===== src/rtl/pulse_peak_detector_pkg.sv =====
// Shared types for the pulse peak detector: FSM state encoding, the default
// readout event layout and a counter-width helper.
package pulse_peak_detector_pkg;

    localparam int SIZE_FILTER_DATA = 16;
    localparam int PD_TS_W          = 32;
    localparam int PD_WIDTH_W       = 8;

    // Readout word for a detector built with the default widths.
    typedef struct packed {
        logic signed [SIZE_FILTER_DATA-1:0] amp;
        logic [PD_TS_W-1:0]                 ts;
        logic [PD_WIDTH_W-1:0]              width;
    } pulse_event_t;

    typedef enum logic [1:0] {
        PD_IDLE  = 2'd0,
        PD_ARMED = 2'd1,
        PD_DEAD  = 2'd2
    } pd_state_t;

    // Bits needed to hold max_val, never less than one.
    function automatic int pd_counter_w(input int max_val);
        return (max_val < 2) ? 1 : $clog2(max_val + 1);
    endfunction

endpackage


===== src/rtl/pulse_peak_detector_event_fifo.sv =====
// Synchronous event FIFO with first-word fall-through head output.
// A push on a full FIFO is accepted only when a pop frees a slot on the same edge.
module pulse_peak_detector_event_fifo #(
    parameter int   WIDTH = 8,
    parameter int   DEPTH = 4,
    localparam int  AW    = $clog2(DEPTH)
) (
    input  logic             clk,
    input  logic             reset,
    input  logic             push,
    input  logic [WIDTH-1:0] push_data,
    input  logic             pop,
    output logic [WIDTH-1:0] head,
    output logic             empty,
    output logic [AW:0]      count
);

    logic [WIDTH-1:0] mem [DEPTH];
    logic [AW-1:0]    wr_ptr;
    logic [AW-1:0]    rd_ptr;
    logic             full;
    logic             wr_en;
    logic             rd_en;

    assign empty = (count == '0);
    assign full  = (count == (AW+1)'(DEPTH));
    assign rd_en = pop & ~empty;
    assign wr_en = push & (~full | rd_en);
    assign head  = mem[rd_ptr];

    // Pointers wrap naturally because DEPTH is a power of two.
    always_ff @(posedge clk or negedge reset) begin
        if (!reset) begin
            wr_ptr <= '0;
            rd_ptr <= '0;
            count  <= '0;
        end else begin
            if (wr_en) wr_ptr <= wr_ptr + AW'(1);
            if (rd_en) rd_ptr <= rd_ptr + AW'(1);
            case ({wr_en, rd_en})
                2'b10:   count <= count + (AW+1)'(1);
                2'b01:   count <= count - (AW+1)'(1);
                default: count <= count;
            endcase
        end
    end

    always_ff @(posedge clk) begin
        if (wr_en) mem[wr_ptr] <= push_data;
    end

endmodule


===== src/rtl/pulse_peak_detector.sv =====
// Threshold pulse detector: tracks peak amplitude, peak timestamp and width of
// each pulse and queues one event per qualifying pulse toward readout.
module pulse_peak_detector
    import pulse_peak_detector_pkg::*;
#(
    parameter int DATA_W     = SIZE_FILTER_DATA,
    parameter int TS_W       = PD_TS_W,
    parameter int WIDTH_W    = PD_WIDTH_W,
    parameter int MIN_WIDTH  = 2,
    parameter int DEAD_TIME  = 8,
    parameter int FIFO_DEPTH = 4
) (
    input  logic                     clk,
    input  logic                     reset,
    input  logic                     enable,
    input  logic signed [DATA_W-1:0] input_data,
    input  logic signed [DATA_W-1:0] threshold,
    output logic                     ev_valid,
    input  logic                     ev_ready,
    output logic signed [DATA_W-1:0] ev_amp,
    output logic [TS_W-1:0]          ev_ts,
    output logic [WIDTH_W-1:0]       ev_width,
    output logic [15:0]              lost_count,
    output logic                     busy
);

    localparam int EV_W   = DATA_W + TS_W + WIDTH_W;
    localparam int CNT_W  = $clog2(FIFO_DEPTH) + 1;
    localparam int DEAD_W = pd_counter_w(DEAD_TIME);

    typedef struct packed {
        logic signed [DATA_W-1:0] amp;
        logic [TS_W-1:0]          ts;
        logic [WIDTH_W-1:0]       width;
    } ev_t;

    function automatic logic [WIDTH_W-1:0] sat_inc_width(input logic [WIDTH_W-1:0] v);
        return (&v) ? v : v + WIDTH_W'(1);
    endfunction

    function automatic logic [15:0] sat_inc_lost(input logic [15:0] v);
        return (&v) ? v : v + 16'd1;
    endfunction

    logic [TS_W-1:0]          ts;
    logic signed [DATA_W-1:0] data_p0;
    logic [TS_W-1:0]          ts_p0;
    logic                     above_p0;

    pd_state_t                state;
    pd_state_t                state_nxt;
    logic                     load;
    logic                     extend;
    logic                     push;
    logic [DEAD_W-1:0]        dead_cnt;

    logic signed [DATA_W-1:0] peak_p1;
    logic [TS_W-1:0]          peak_ts_p1;
    logic [WIDTH_W-1:0]       width_p1;

    ev_t                      push_ev;
    ev_t                      head_ev;
    logic [EV_W-1:0]          head_word;
    logic                     fifo_empty;
    logic [CNT_W-1:0]         fifo_count;
    logic                     fifo_full;
    logic                     pop;
    logic                     drop;

    // Stage p0: register the sample with its timestamp and threshold compare
    always_ff @(posedge clk or negedge reset) begin
        if (!reset) begin
            ts       <= '0;
            above_p0 <= 1'b0;
        end else begin
            ts       <= ts + TS_W'(1);
            above_p0 <= enable && (input_data > threshold);
        end
    end

    always_ff @(posedge clk) begin
        data_p0 <= input_data;
        ts_p0   <= ts;
    end

    // Stage p1: pulse tracking FSM, peak/width capture and event push
    always_comb begin
        state_nxt = state;
        load      = 1'b0;
        extend    = 1'b0;
        push      = 1'b0;
        if (!enable) begin
            state_nxt = PD_IDLE;
        end else begin
            case (state)
                PD_IDLE: begin
                    if (above_p0) begin
                        state_nxt = PD_ARMED;
                        load      = 1'b1;
                    end
                end
                PD_ARMED: begin
                    if (above_p0) begin
                        extend = 1'b1;
                    end else if (width_p1 >= WIDTH_W'(MIN_WIDTH)) begin
                        push      = 1'b1;
                        state_nxt = (DEAD_TIME == 0) ? PD_IDLE : PD_DEAD;
                    end else begin
                        state_nxt = PD_IDLE;
                    end
                end
                PD_DEAD: begin
                    if (dead_cnt <= DEAD_W'(1)) state_nxt = PD_IDLE;
                end
                default: state_nxt = PD_IDLE;
            endcase
        end
    end

    always_ff @(posedge clk or negedge reset) begin
        if (!reset) begin
            state      <= PD_IDLE;
            dead_cnt   <= '0;
            lost_count <= '0;
        end else begin
            state <= state_nxt;
            if (push) begin
                dead_cnt <= DEAD_W'(DEAD_TIME);
            end else if (state == PD_DEAD && dead_cnt != '0) begin
                dead_cnt <= dead_cnt - DEAD_W'(1);
            end
            if (drop) lost_count <= sat_inc_lost(lost_count);
        end
    end

    // Strict greater-than keeps the first sample of a flat top as the peak.
    always_ff @(posedge clk) begin
        if (load) begin
            peak_p1    <= data_p0;
            peak_ts_p1 <= ts_p0;
            width_p1   <= WIDTH_W'(1);
        end else if (extend) begin
            width_p1 <= sat_inc_width(width_p1);
            if (data_p0 > peak_p1) begin
                peak_p1    <= data_p0;
                peak_ts_p1 <= ts_p0;
            end
        end
    end

    assign push_ev = '{amp: peak_p1, ts: peak_ts_p1, width: width_p1};

    // Stage p2: event queue toward readout
    pulse_peak_detector_event_fifo #(
        .WIDTH (EV_W),
        .DEPTH (FIFO_DEPTH)
    ) u_event_fifo (
        .clk       (clk),
        .reset     (reset),
        .push      (push),
        .push_data (push_ev),
        .pop       (pop),
        .head      (head_word),
        .empty     (fifo_empty),
        .count     (fifo_count)
    );

    assign head_ev   = head_word;
    assign ev_valid  = ~fifo_empty;
    assign pop       = ev_valid & ev_ready;
    assign fifo_full = (fifo_count == CNT_W'(FIFO_DEPTH));
    assign drop      = push & fifo_full & ~pop;
    assign busy      = (state != PD_IDLE);

    // Fields read as zero while the queue is empty so nothing stale leaks out.
    assign ev_amp   = ev_valid ? head_ev.amp   : '0;
    assign ev_ts    = ev_valid ? head_ev.ts    : '0;
    assign ev_width = ev_valid ? head_ev.width : '0;

endmodule


===== config.mk =====
export PLATFORM = sky130hd
export DESIGN_NAME = pulse_peak_detector
export DESIGN_NICKNAME = d
export VERILOG_FILES = /design/src/rtl/pulse_peak_detector_pkg.sv /design/src/rtl/pulse_peak_detector_event_fifo.sv /design/src/rtl/pulse_peak_detector.sv
export SDC_FILE = /design/constraint.sdc
export NUM_CORES = 1
export LEC_CHECK = 0
export ABC_AREA = 1
export CAP_MARGIN = 30
export CORE_UTILIZATION = 54
export CTS_BUF_LIST = sky130_fd_sc_hd__clkbuf_2 sky130_fd_sc_hd__clkbuf_4 sky130_fd_sc_hd__clkbuf_8
export CTS_CLUSTER_SIZE = 16
export DETAILED_ROUTE_END_ITERATION = 10
export PLACE_DENSITY = 0.74
export SLEW_MARGIN = 15
export SYNTH_ARGS = -nofsm -noshare
export SYNTH_HDL_FRONTEND = slang
export SYNTH_SLANG_ARGS = --single-unit

===== constraint.sdc =====
create_clock -name clk -period 5.1 [get_ports clk]
set_input_delay 1.53 -clock clk [delete_from_list [all_inputs] [get_ports clk]]
set_output_delay 1.53 -clock clk [all_outputs]
set_load 0.01 [all_outputs]

Yosys cells after proc, flatten, opt, wreduce, memory -nomap -nowiden
Memories as Yosys holds them, arrays and structs flattened.
Cells that the tools add are included.
Storage, ports and cells
  register bits: 166
  bits in writable memories: 224
  bits of input ports: 36
  output and inout port bits: 74
  word-level logic and storage cells: 90
  memories: 1
Cells by class
  add/sub/neg operators: 8
  order comparisons: 4
  eq/ne operators: 8
  muxes and demuxes: 29
  bitwise logic cells: 11
  reductions and logical operators: 16
Memory list
  u_event_fifo.mem: words 4, width 56, rd ports 1, clocked after memory_dff 0, wr ports 1, line pulse_peak_detector_event_fifo.sv:18  | logic [WIDTH-1:0] mem [DEPTH];
Operators with widths (count)
  32-bit 2-to-1 mux: 4
  16-bit 2-to-1 mux: 4
  32-bit by 1-bit adder with 32-bit output, second input constant: 1
  16-bit > comparator: 2
  16-bit by 1-bit adder with 16-bit output, second input constant: 1
  16-bit AND reduction: 1
  1-bit 2-to-1 mux: 11
  2-bit 2-to-1 mux: 5
  2-bit nonzero test: 5
  3-bit inequality test, second input constant: 3
  8-bit by 1-bit adder with 8-bit output, second input constant: 1
  8-bit by 2-bit greater-or-equal comparator with 1-bit output, second input constant: 1
  4-bit 2-to-1 mux: 2
  8-bit 2-to-1 mux: 1
  8-bit AND reduction: 1
  2-bit one-hot mux with 3 select lines: 1
  3-bit one-hot mux with 2 select lines: 1
  2-bit AND reduction: 3
  1-bit AND: 5
  1-bit NOT: 5
  2-bit by 1-bit adder with 2-bit output, second input constant: 2
  2-bit by 1-bit equality test with 1-bit output, second input constant: 2
  2-bit equality test, second input constant: 2
  4-bit by 1-bit less-or-equal comparator with 1-bit output, second input constant: 1
  10 further kinds: 11

Depth between registers and ports, before layout
  word-level depth: 8
  mapped depth: 14
  mapped depth without buffers: 14

Cells and area by module
Synthesis repeated with hierarchy kept, for this count alone.
Unflattened totals
  cells, all modules: 1494
  area, all modules: 16487.1 sq um
By module, submodules not included
  pulse_peak_detector_event_fifo: instances 1, cells an instance 716, area each 9431.5 sq um, sequential area each 6901.6 sq um
  pulse_peak_detector: instances 1, cells an instance 778, area each 7055.5 sq um, sequential area each 3938.8 sq um

Worst setup path before layout
No wires, ideal clock.
  path type: input -> register
  start point: in enable
  end point: mem u_event_fifo.mem[0][0] in the netlist's numbering, enable pin
  library setup time: 0.470 ns
  arrival: 4.601 ns
  data required time: 4.630 ns
  path slack: 0.029 ns
  cell stages on the path: 6
  path buffers: 0
  path through: inv_1 -> nor2_1 -> nand3_1 -> nor2_1 -> inv_2 -> nor2_1
On the way
  cells in the longest elaborated chain, start to end: 4
RTL lines
  start, declared: line pulse_peak_detector.sv:15  | input logic enable,
  1-bit 2-to-1 mux: line pulse_peak_detector.sv:92  | if (!enable) begin
  1-bit AND: line pulse_peak_detector_event_fifo.sv:28  | assign wr_en = push & (~full | rd_en);
  1-bit 2-to-1 mux: line pulse_peak_detector_event_fifo.sv:49  | if (wr_en) mem[wr_ptr] <= push_data;
  1-bit 2-to-1 mux (implied by the code): line pulse_peak_detector_event_fifo.sv:49
  end, declared: line pulse_peak_detector_event_fifo.sv:18
No other way between the ends.

Worst setup path in the final report
  start point: reg u_event_fifo.rd_ptr[0]
  end point: out ev_width[6]
On the way
  cells in the longest elaborated chain, start to end: 2
RTL lines
  start, declared: line pulse_peak_detector_event_fifo.sv:20  | logic [AW-1:0] rd_ptr;
  start signal, assigned: line pulse_peak_detector_event_fifo.sv:39  | if (rd_en) rd_ptr <= rd_ptr + AW'(1);
  memory 4 x 56 bit
  8-bit 2-to-1 mux: line pulse_peak_detector.sv:178  | assign ev_width = ev_valid ? head_ev.width : '0;
  end, declared: line pulse_peak_detector.sv:22  | output logic [WIDTH_W-1:0] ev_width,
No other way between the ends.

==> metrics.cfg <==
[run_status]
run_status=finished, final reports clean

[route]
drc=0
first_pass_iters=5
drt-total-wl_um=31200
drtIter0Drc=682
routedWlPerCell_um=16.2
ant_nets=0
routed_via_density=5.23
vias=10100

[cts]
postCtsHoldBufs=0
cts_setup_buffers=0
cts_buffers=57
clk_latency_ps=580
clk_pin_slew_ps=60
cts-resized-gates=0
clock_path_buffers=3
clock-sinks=390
h-tree-depth=2
clk_root_buffer_cell=clkbuf_8
cts_tree=done

[placement]
hpwlAfterDp_um=19600
port_buffers=109
gp_congestion=0.832
preCtsSetupSlack_ps=1070

[yosys]
synth_cell_type_count=39
syn_nets=1439
syn_avg_cell_area_um2=11.6
synth_edf_count=272
netlist_instances=1359
synth_warnings=0
ys_seq_area_share_pct=69.0
syn_area_mm2=0.0157
synthArstFlopShare_pct=15.9
synth_flop_cell=edfxtp_1
ys_ff_latch=390

[grt]
grt_pass1_vias=9915
grt_pass1_wl_um=50100
grt_max_degree=61
antenna_found_initial=0
groute.usage.overall_pct=21.2
overflow=0

[timing]
maxSlewHeadroom_pct=48.7
fin_crit_sh_pct=89.9
setup_viol=0
period_needed_ps=4590
final.setup.tns_ps=0
fin_ws_ps=514
hold_violations=0
worstMarginPinSlew_ps=764
rsz0062_at_grt=no
fmax_ghz=0.218
clock_skew_ps=19.4
slew_violations=0

[flow_run]
max-cap-violations=0

[floorplanning]
dieArea_mm2=0.0298
fp-row-count=62
start_util_pct=54.9
fp.coreArea_mm2=0.0286
die_x_um=173
io_pins=110
fp.dieH_um=173

[cells_and_area]
n_fill_cell=2104
final_common_cell=nor2_1
syn2layout_area_growth_pct=18.3
nets=1580
most-common-layout-cells=273 x nor2_1, 272 x edfxtp_1, 132 x nand2_1
num_antenna_cells=0
final_layout_size_suffix_gt1_share_pct=11.2

[setup_path]
cp_cell_sequence=inv_2, buf_12, o21ai_0, a21oi_1, clkdlybuf4s50_1
required_ps=3570
crit_type=reg2out
slowest_delay_ps=610
slowest_stage=dfrtp_4
crit_fanout=54
worstPathArrival_ps=3060
end_kind=output port
setup.worst_path.start_class=flop

[hold_path]
hold_path.class=reg2reg

[power]
ir_drop_mv=0.227
p_leak_nw=7.19
powerDensity_mw_per_mm2=485

==> power by group <==
group / internal, mW / leakage, nW / switching [mW] / total [mW]
Sequential: 3.51 / 3.72 / 0.133 / 3.64
Clock: 1.56 / 0.687 / 1.13 / 2.69
Combinational: 1.18 / 2.79 / 1.50 / 2.68
==> path summary, 6_finish.rpt <==
kind                                         from                     to  slack, ps  cells after the start
max in group asynchronous                   reset                 ts[13]       3450                      3
min                                         ts[3]               ts_p0[3]        390                      0
max reg2reg                           width_p1[0]  u_event_fifo.count[2]       2330                     13
min in group asynchronous                   reset                 ts[19]        850                      1
max                        u_event_fifo.rd_ptr[0]            ev_width[6]        510                      5
min reg2reg                                 ts[3]               ts_p0[3]        390                      0
==> final cells by class <==
cell class,instances,area (um^2),share of cell area (%)
sequential,390,10800,58.4
multi-input combinational,813,4290,23.1
timing repair buffer,127,1270,6.84
clock buffer,88,1090,5.85
tap,384,480,2.59
inverter,111,417,2.24
clock inverter,19,194,1.04
==> layer usage <==
layer | global-route usage, % | routed length, um
met5 | 0 | 0
met4 | 6.99 | 707
met3 | 3.76 | 1800
met2 | 35.3 | 15300
met1 | 28.3 | 13500
==> flip-flops by register name (all words and copies together), names as in the netlist, 3 cells and up <==
| name | cells |
|---|---|
| u_event_fifo.mem | 224 |
| ts | 32 |
| lost_count | 16 |
| width_p1 | 8 |
| ts_p0 | 32 |
| peak_ts_p1 | 32 |
| data_p0 | 16 |
| peak_p1 | 16 |
| dead_cnt | 4 |
| u_event_fifo.count | 3 |
==> synth_stat cells (2+ instances only) <==
cell / number / area share [%]
nor2_1: 277 / 6.6
edfxtp_1: 272 / 52
nand2_1: 133 / 3.2
inv_1: 99 / 2.4
o21ai_0: 83 / 2.6
a21oi_1: 74 / 2.4
dfrtp_1: 62 / 9.9
dfxtp_1: 56 / 7.1
ha_1: 43 / 3.4
o21ai_1: 42 / 1.3
xor2_1: 38 / 2.1
nor3_1: 27 / 0.86
clkbuf_1: 26 / 0.62
nand3_1: 25 / 0.80
nand4_1: 14 / 0.56
xnor2_1: 12 / 0.67
inv_2: 11 / 0.26
o21ai_2: 10 / 0.56
buf_2: 9 / 0.29
buf_1: 8 / 0.19
nand2_2: 6 / 0.24
nor3_2: 5 / 0.32
nor2_4: 4 / 0.29
nor2_2: 3 / 0.12
nor4_1: 3 / 0.12
buf_6: 2 / 0.14
nand3b_1: 2 / 0.096
nand4_2: 2 / 0.16
==> cells by family after synthesis <==
kind of cell,Yosys count,share of synthesized area [%]
xor gates and xnor gates,50,2.79
DFF,390,69.0
buffers and inverters,156,3.90
adders and majority gates,44,3.55
and+or+nand+nor,506,13.7
AOI/OAI and AO/OA,213,7.08
==> worst max-delay path: cells and delay by family, from the launching register on <==
family / cells / cell delay, ps
buf+inv: 3 / 1430
flops: 1 / 610
compound gates: 2 / 410
==> metrics by stage <==
stage | std cells | instance area (um^2) | total power, mW | utilization [%] | hold slack [ps]
final | 1932 | 18600 | 9.01 | 64.9 | 393
after global routing | 1932 | 18600 | 9.50 | 64.9 | 410
after CTS | 1932 | 18600 | 9.09 | 64.9 | 397
after detailed placement | 1825 | 17300 | 6.40 | 60.4 | 378
after global placement | 1824 | 17300 | 6.34 | 60.4 | 381
after floorplan | 1359 | 15700 | 5.14 | - | 366
Power figures use the tool's default switching activity.
